`src/rtl/multibyte_add_seq.sv`:
```
// Byte-serial wide adder sequencer: drives an external 8-bit combinational adder LSB first.
// Optional feature macro: SUB_EN adds the 'sub' port (latches ~op_b and forces carry-in to 1).
// Latency: accept at E0 -> out_valid after E0+NBYTES; one operation per NBYTES+2 cycles.
module multibyte_add_seq #(
  parameter int NBYTES = 4
) (
  input  logic                  clk,
  input  logic                  rst_n,
  input  logic                  in_valid,
  output logic                  in_ready,
  input  logic [8*NBYTES-1:0]   op_a,
  input  logic [8*NBYTES-1:0]   op_b,
  input  logic                  cin,
`ifdef SUB_EN
  input  logic                  sub,
`endif
  output logic [7:0]            add_in1,
  output logic [7:0]            add_in2,
  output logic                  add_cin,
  input  logic [7:0]            add_sum,
  input  logic                  add_cout,
  output logic                  out_valid,
  input  logic                  out_ready,
  output logic [8*NBYTES-1:0]   result,
  output logic                  cout
);

  localparam int IW = (NBYTES > 1) ? $clog2(NBYTES) : 1;
  localparam logic [IW-1:0] LAST = IW'(NBYTES - 1);

  typedef enum logic [1:0] {IDLE, RUN, DONE} state_t;

  state_t                state, state_nxt;
  logic [8*NBYTES-1:0]   a_reg, b_reg;
  logic                  carry_reg;
  logic [IW-1:0]         idx;
  logic                  accept;
  logic                  do_sub;

`ifdef SUB_EN
  assign do_sub = sub;
`else
  assign do_sub = 1'b0;
`endif

  assign accept = in_valid && (state == IDLE);
  assign cout   = carry_reg;

  // State register
  always_ff @(posedge clk) begin
    if (!rst_n) state <= IDLE;
    else        state <= state_nxt;
  end

  // Next-state and handshake/adder-drive outputs; adder inputs are zero outside RUN
  always_comb begin
    state_nxt = state;
    in_ready  = 1'b0;
    out_valid = 1'b0;
    add_in1   = 8'h00;
    add_in2   = 8'h00;
    add_cin   = 1'b0;
    case (state)
      IDLE: begin
        in_ready = 1'b1;
        if (in_valid) state_nxt = RUN;
      end
      RUN: begin
        add_in1 = a_reg[{idx, 3'b000} +: 8];
        add_in2 = b_reg[{idx, 3'b000} +: 8];
        add_cin = carry_reg;
        if (idx == LAST) state_nxt = DONE;
      end
      DONE: begin
        out_valid = 1'b1;
        if (out_ready) state_nxt = IDLE;
      end
      default: state_nxt = IDLE;
    endcase
  end

  // Operand capture at acceptance, then one byte of sum and the ripple carry per RUN cycle
  always_ff @(posedge clk) begin
    if (!rst_n) begin
      a_reg     <= '0;
      b_reg     <= '0;
      carry_reg <= 1'b0;
      idx       <= '0;
      result    <= '0;
    end else if (accept) begin
      a_reg     <= op_a;
      b_reg     <= do_sub ? ~op_b : op_b;
      carry_reg <= do_sub ? 1'b1 : cin;
      idx       <= '0;
      result    <= '0;
    end else if (state == RUN) begin
      result[{idx, 3'b000} +: 8] <= add_sum;
      carry_reg                  <= add_cout;
      idx                        <= (idx == LAST) ? '0 : idx + 1'b1;
    end
  end

endmodule
```
`config.mk`:
```
export PLATFORM = sky130hd
export DESIGN_NAME = multibyte_add_seq
export DESIGN_NICKNAME = d
export VERILOG_FILES = /design/src/rtl/multibyte_add_seq.sv
export SDC_FILE = /design/constraint.sdc
export NUM_CORES = 1
export LEC_CHECK = 0
export ABC_AREA = 1
export ABC_CLOCK_PERIOD_IN_PS = 2200
export BUFFER_PORTS_ARGS = -buffer_cell sky130_fd_sc_hd__buf_2
export CORE_MARGIN = 2
export CORE_UTILIZATION = 52
export DETAILED_ROUTE_END_ITERATION = 6
export PLACE_DENSITY = 0.84
export SLEW_MARGIN = 20
export SYNTH_ARGS = -nofsm -noshare
export SYNTH_HDL_FRONTEND = slang
export SYNTH_SLANG_ARGS = --single-unit
```
`constraint.sdc`:
```
create_clock -name clk -period 2.2 [get_ports clk]
set_input_delay 0.44 -clock clk [delete_from_list [all_inputs] [get_ports clk]]
set_output_delay 0.44 -clock clk [all_outputs]
set_load 0.005 [all_outputs]
```
; Word level (Yosys, flattened, before mapping)
; Index checks and enable logic that the tools add are counted.
[word_totals]
ff_bits = 101
out_inout_bits = 52
elab_cells = 37
[op_classes]
n_addsub = 2
eq_ne = 6
shifts = 4
n_mux = 13
n_bitwise = 1
n_reduce_logical = 5
[op_table]
columns = operator, count
row1 = $shiftx 32x6->8, 2
row2 = $bwmux 32, 1
row3 = $shift 8x7->32 const A, 1
row4 = $shiftx 8x7->32, 1
row5 = $mux 8, 2
row6 = $mux 2, 4
row7 = $neg 5->7, 1
row8 = $pmux 2 s3, 1
row9 = $mux 1, 5
row10 = $eq 2x2->1 const B, 2
row11 = $ne 2x2->1 const B, 2
row12 = $reduce_and 3->1, 1
row13 = $add 2x1->2 const B, 1
row14 = $eq 2x1->1 const B, 1
row15 = $logic_not 2->1, 1
row16 = $ne 2x1->1 const B, 1
row17 = $reduce_bool 2->1, 1
row18 = $reduce_or 2->1, 1
row19 = $logic_and 1x1->1, 1
row20 = $not 1->1, 1

; Logic depth before layout (Yosys ltp)
[logic_depth]
ltp_word = 3
mapped_depth = 10

; Least setup slack after synthesis
; Ideal clock, no wire load.
[synth_path]
path_type = register to register
start = register idx[0]
end = register result[0]
setup_ps = 116
t_arrival_ps = 1695
required_ps = 2084
path_slack_ps = 389
path_stages_with_launch = 10
n_path_buf = 2
synth_period_minus_slack_ps = 1811
cell_sequence = dfxtp_1 > buf_4 > inv_2 > clkbuf_1 > ha_1 > inv_1 > nor2_4 > inv_1 > nor2_1 > nor2_1
[synth_between]
elab_chain_len = 3
[synth_lines]
columns = item, line
row1 = from (decl), 36  ; logic [IW-1:0] idx;
row2 = from (signal assigned), 99  ; idx <= (idx == LAST) ? '0 : idx + 1'b1;
row3 = $neg 5->7 (*), 97  ; result[{idx, 3'b000} +: 8] <= add_sum;
row4 = $shiftx 8x7->32 or $shift 8x7->32 (tied branches), 97
row5 = $bwmux 32 (*), 97
row6 = "to (signal, indexed assignment)", 97
row7 = to (decl), 24  ; output logic [8*NBYTES-1:0] result,
; Every way passes the cells marked *; elsewhere a longest branch is shown, timed or not.
; A chain may end at the register's enable or synchronous reset.

; Worst setup path in the final report
[layout_path]
start = register idx[0]
end = output port add_in2[7]
[layout_between]
elab_chain_len = 2
[layout_lines]
columns = item, line
row1 = $shiftx 32x6->8, 70  ; add_in2 = b_reg[{idx, 3'b000} +: 8];
row2 = $mux 8, 63  ; case (state)
row3 = to (decl), 18  ; output logic [7:0] add_in2,
; No other way between the ends.

==> run_results.csv <==
group,metric,value,unit
outcome,status,"finished, final reports clean",
floorplan,start_util,52.7,%
worst_setup_path,crit_fanout,21,
sta,rsz0062_at_grt,"true",
clocking,cts_tree,"yes",
worst_setup_path,startpoint_type,"register",
drt,drcViolationCount,0,
global_route,grt_pass1_vias,4258,
final_layout,syn_to_final_growth,17.8,%
global_route,grt-ovfl-total,0,
floorplan,fp.dieH,97.3,µm
drt,num_vias,4472,
sta,slew_viol_final,0,
global_route,grt_pass1_wl,19.4,mm
synthesis,synth_area_leaders,"dfxtp_1 45%, nor2_1 17%, o21ai_0 11%, nand2_1 5.0%, a21oi_1 4.8%",
clocking,cts_hold_buffers,0,
clocking,clock_latency,0.37,ns
drt,wl_per_cell,13.6,µm
clocking,cts.htree.levels,3,
synthesis,syn_area,0.00453,mm²
clocking,ctsLongestPathBuffers,2,
worst_setup_path,cp-end-kind,"output pin",
synthesis,synth-compound-area-share,16.7,%
synthesis,syn_nets,710,
final_layout,mostFrequentLayoutCells,"209 x nor2_1, 129 x buf_2, 103 x o21ai_0, 101 x dfxtp_1, 60 x nand2_1",
clocking,numCtsBuffers,9,
final_layout,diodes,0,
synthesis,synth_fa_ha_area_share,1.38,%
global_route,antenna_found_initial,0,
synthesis,yosysTopAreaCell,"dfxtp_1",
power,leakagePower,2.42,nW
final_layout,fin_area,0.00533,mm²
floorplan,fp-row-count,34,
sta,min_period,2.16,ns
worst_setup_path,timing.critical_path.required,1.76,ns
worst_hold_path,hold_class,"primary input to register",
place,io_buffers,129,
clocking,cts.sinks,101,
drt,postRouteAntennaNets,0,
place,hpwl,8.33,mm
synthesis,yosysWarningCount,0,
floorplan,die_w,97.3,µm
sta,hold_violations,0,
sta,min_period_over_period,98.1,%
floorplan,die_area,0.00947,mm²
synthesis,synth_cell_types,26,
clocking,clk_transition_reported_paths,0.10,ns
final_layout,seqCellArea,0.00202,mm²
power,vdd_ir_drop_max,0.370,mV
synthesis,ys_ff_latch,101,
final_layout,num-fill-cells,785,
drt,totalWireLength,11.6,mm
sta,fin_skew,0.00867,ns
global_route,grt_usage,24.8,%
worst_setup_path,cp.arrival,1.72,ns
synthesis,avgSynthCellArea,7.22,µm²
synthesis,muxShareOfSynthArea,0,%
place,gp_congestion,0.876,
clocking,cts_root_buf,"clkbuf_8",
job,maxCapViolCount,0,
sta,max_slew_margin,66.7,%
synthesis,synthCells,627,
global_route,grt_max_degree,50,
synthesis,yosysSeqAreaShare,44.7,%
drt,drtPass1Iterations,5,
final_layout,finish.net_count,821,
sta,tightest_slew,0.499,ns
final_layout,drive_gt1_share,25.3,%
synthesis,synth_top_area_share,44.7,%
synthesis,synth-simple-area-share,29.0,%
synthesis,synth_xor_area_share,0,%
final_layout,multiInputGateArea,0.00213,mm²
worst_setup_path,criticalPathCategory,"register to output pin",
final_layout,final_util,62.1,%
final_layout,final_common_cell,"nor2_1",
synthesis,synth_top_family_by_area,"simple AND/OR/NAND/NOR gates",
floorplan,coreArea,0.00859,mm²
sta,fmax,0.464,GHz
drt,drt_iter0_markers,330,
sta,setup_violations,0,
place,postPlaceCellArea,0.00513,mm²
drt,vias_per_cell,5.25,
power,pwr_density_cell,703,mW/mm²
sta,holdWs,0.284,ns
floorplan,ios,130,
power breakdown:
group / switching (mW) / leakage, nW / internal (mW)
clock: 0.644 / 0.104 / 0.532
combinational: 0.352 / 1.49 / 0.214
sequential: 0.0637 / 0.830 / 1.94
worst max-delay path: stages, from the launching register on:
cell and delay [ns]:
dfxtp_1 0.35, inv_2 0.26, buf_4 0.27, o21ai_0 0.12, a21oi_1 0.20, buf_2 0.15
cells in the mapped netlist:
master	instances
buf_4	2
buf_12	2
nor2_1	209
inv_2	4
o21ai_1	3
ha_1	5
a21oi_1	43
clkbuf_1	11
buf_6	10
nand3_1	3
nor3_2	6
nor2_2	10
inv_1	20
buf_1	1
dfxtp_1	101
o21ai_0	103
a21oi_2	1
buf_2	12
clkbuf_2	1
nand3_2	2
nor3_1	8
nand3_4	1
nand2_4	3
inv_4	1
nand2_1	60
nor2_4	5
cells by family (layout without fill, tap and decap cells):
family / Yosys count / after routing
flip-flops: 101 / 101
adder cells (fa/ha/maj): 5 / 5
AND/OR/NAND/NOR: 307 / 307
AO/OA/AOI/OAI: 150 / 150
buffers and inverters: 64 / 180
what timing repair did:
action / 4_1_cts / 5_1_grt
setup endpoints to repair: 1 / 6
buffers inserted: 0 / 0
resized for setup: 1 / 1
cloned: 0 / 0
final timing paths:
path | from | cells after the start | slack, ns | endpoint
worst max-delay path | idx[0] | 5 | 0.04 | add_in2[7]
worst min-delay path | op_b[9] | 3 | 0.28 | b_reg[9]
worst max register to register | idx[1] | 8 | 0.41 | result[3]
worst min register to register | result[9] | 2 | 0.47 | result[9]
routing by layer:
| metal | routed length [µm] | vias to the layer above | track usage (%) |
|---|---|---|---|
| met5 | 0 | - | 0 |
| met4 | 264 | 0 | 9.08 |
| met3 | 741 | 24 | 5.32 |
| met2 | 5790 | 165 | 43.3 |
| met1 | 4810 | 2061 | 30.1 |
| li1 | - | 2222 | - |
layout make-up:
| cell class | instances | area share (%) |
|---|---|---|
| multi-input combinational | 462 | 40.0 |
| sequential | 101 | 37.9 |
| timing repair buffer | 139 | 14.1 |
| tap | 108 | 2.53 |
| clock buffer | 9 | 2.32 |
| inverter | 25 | 1.81 |
| clock inverter | 7 | 1.34 |
stage by stage:
step / power [mW] / setup WS (ns) / TNS [ns] / cells
after floorplan: 2.43 / 0.389 / 0 / 627
after global placement: 2.59 / 0.440 / 0 / 835
after detailed placement: 2.60 / 0.392 / 0 / 835
after CTS: 3.76 / 0.0564 / 0 / 851
after global routing: 3.94 / -0.0489 / -0.114 / 851
final: 3.75 / 0.0429 / 0 / 851
Note: power is estimated with default switching activity, not from simulation.
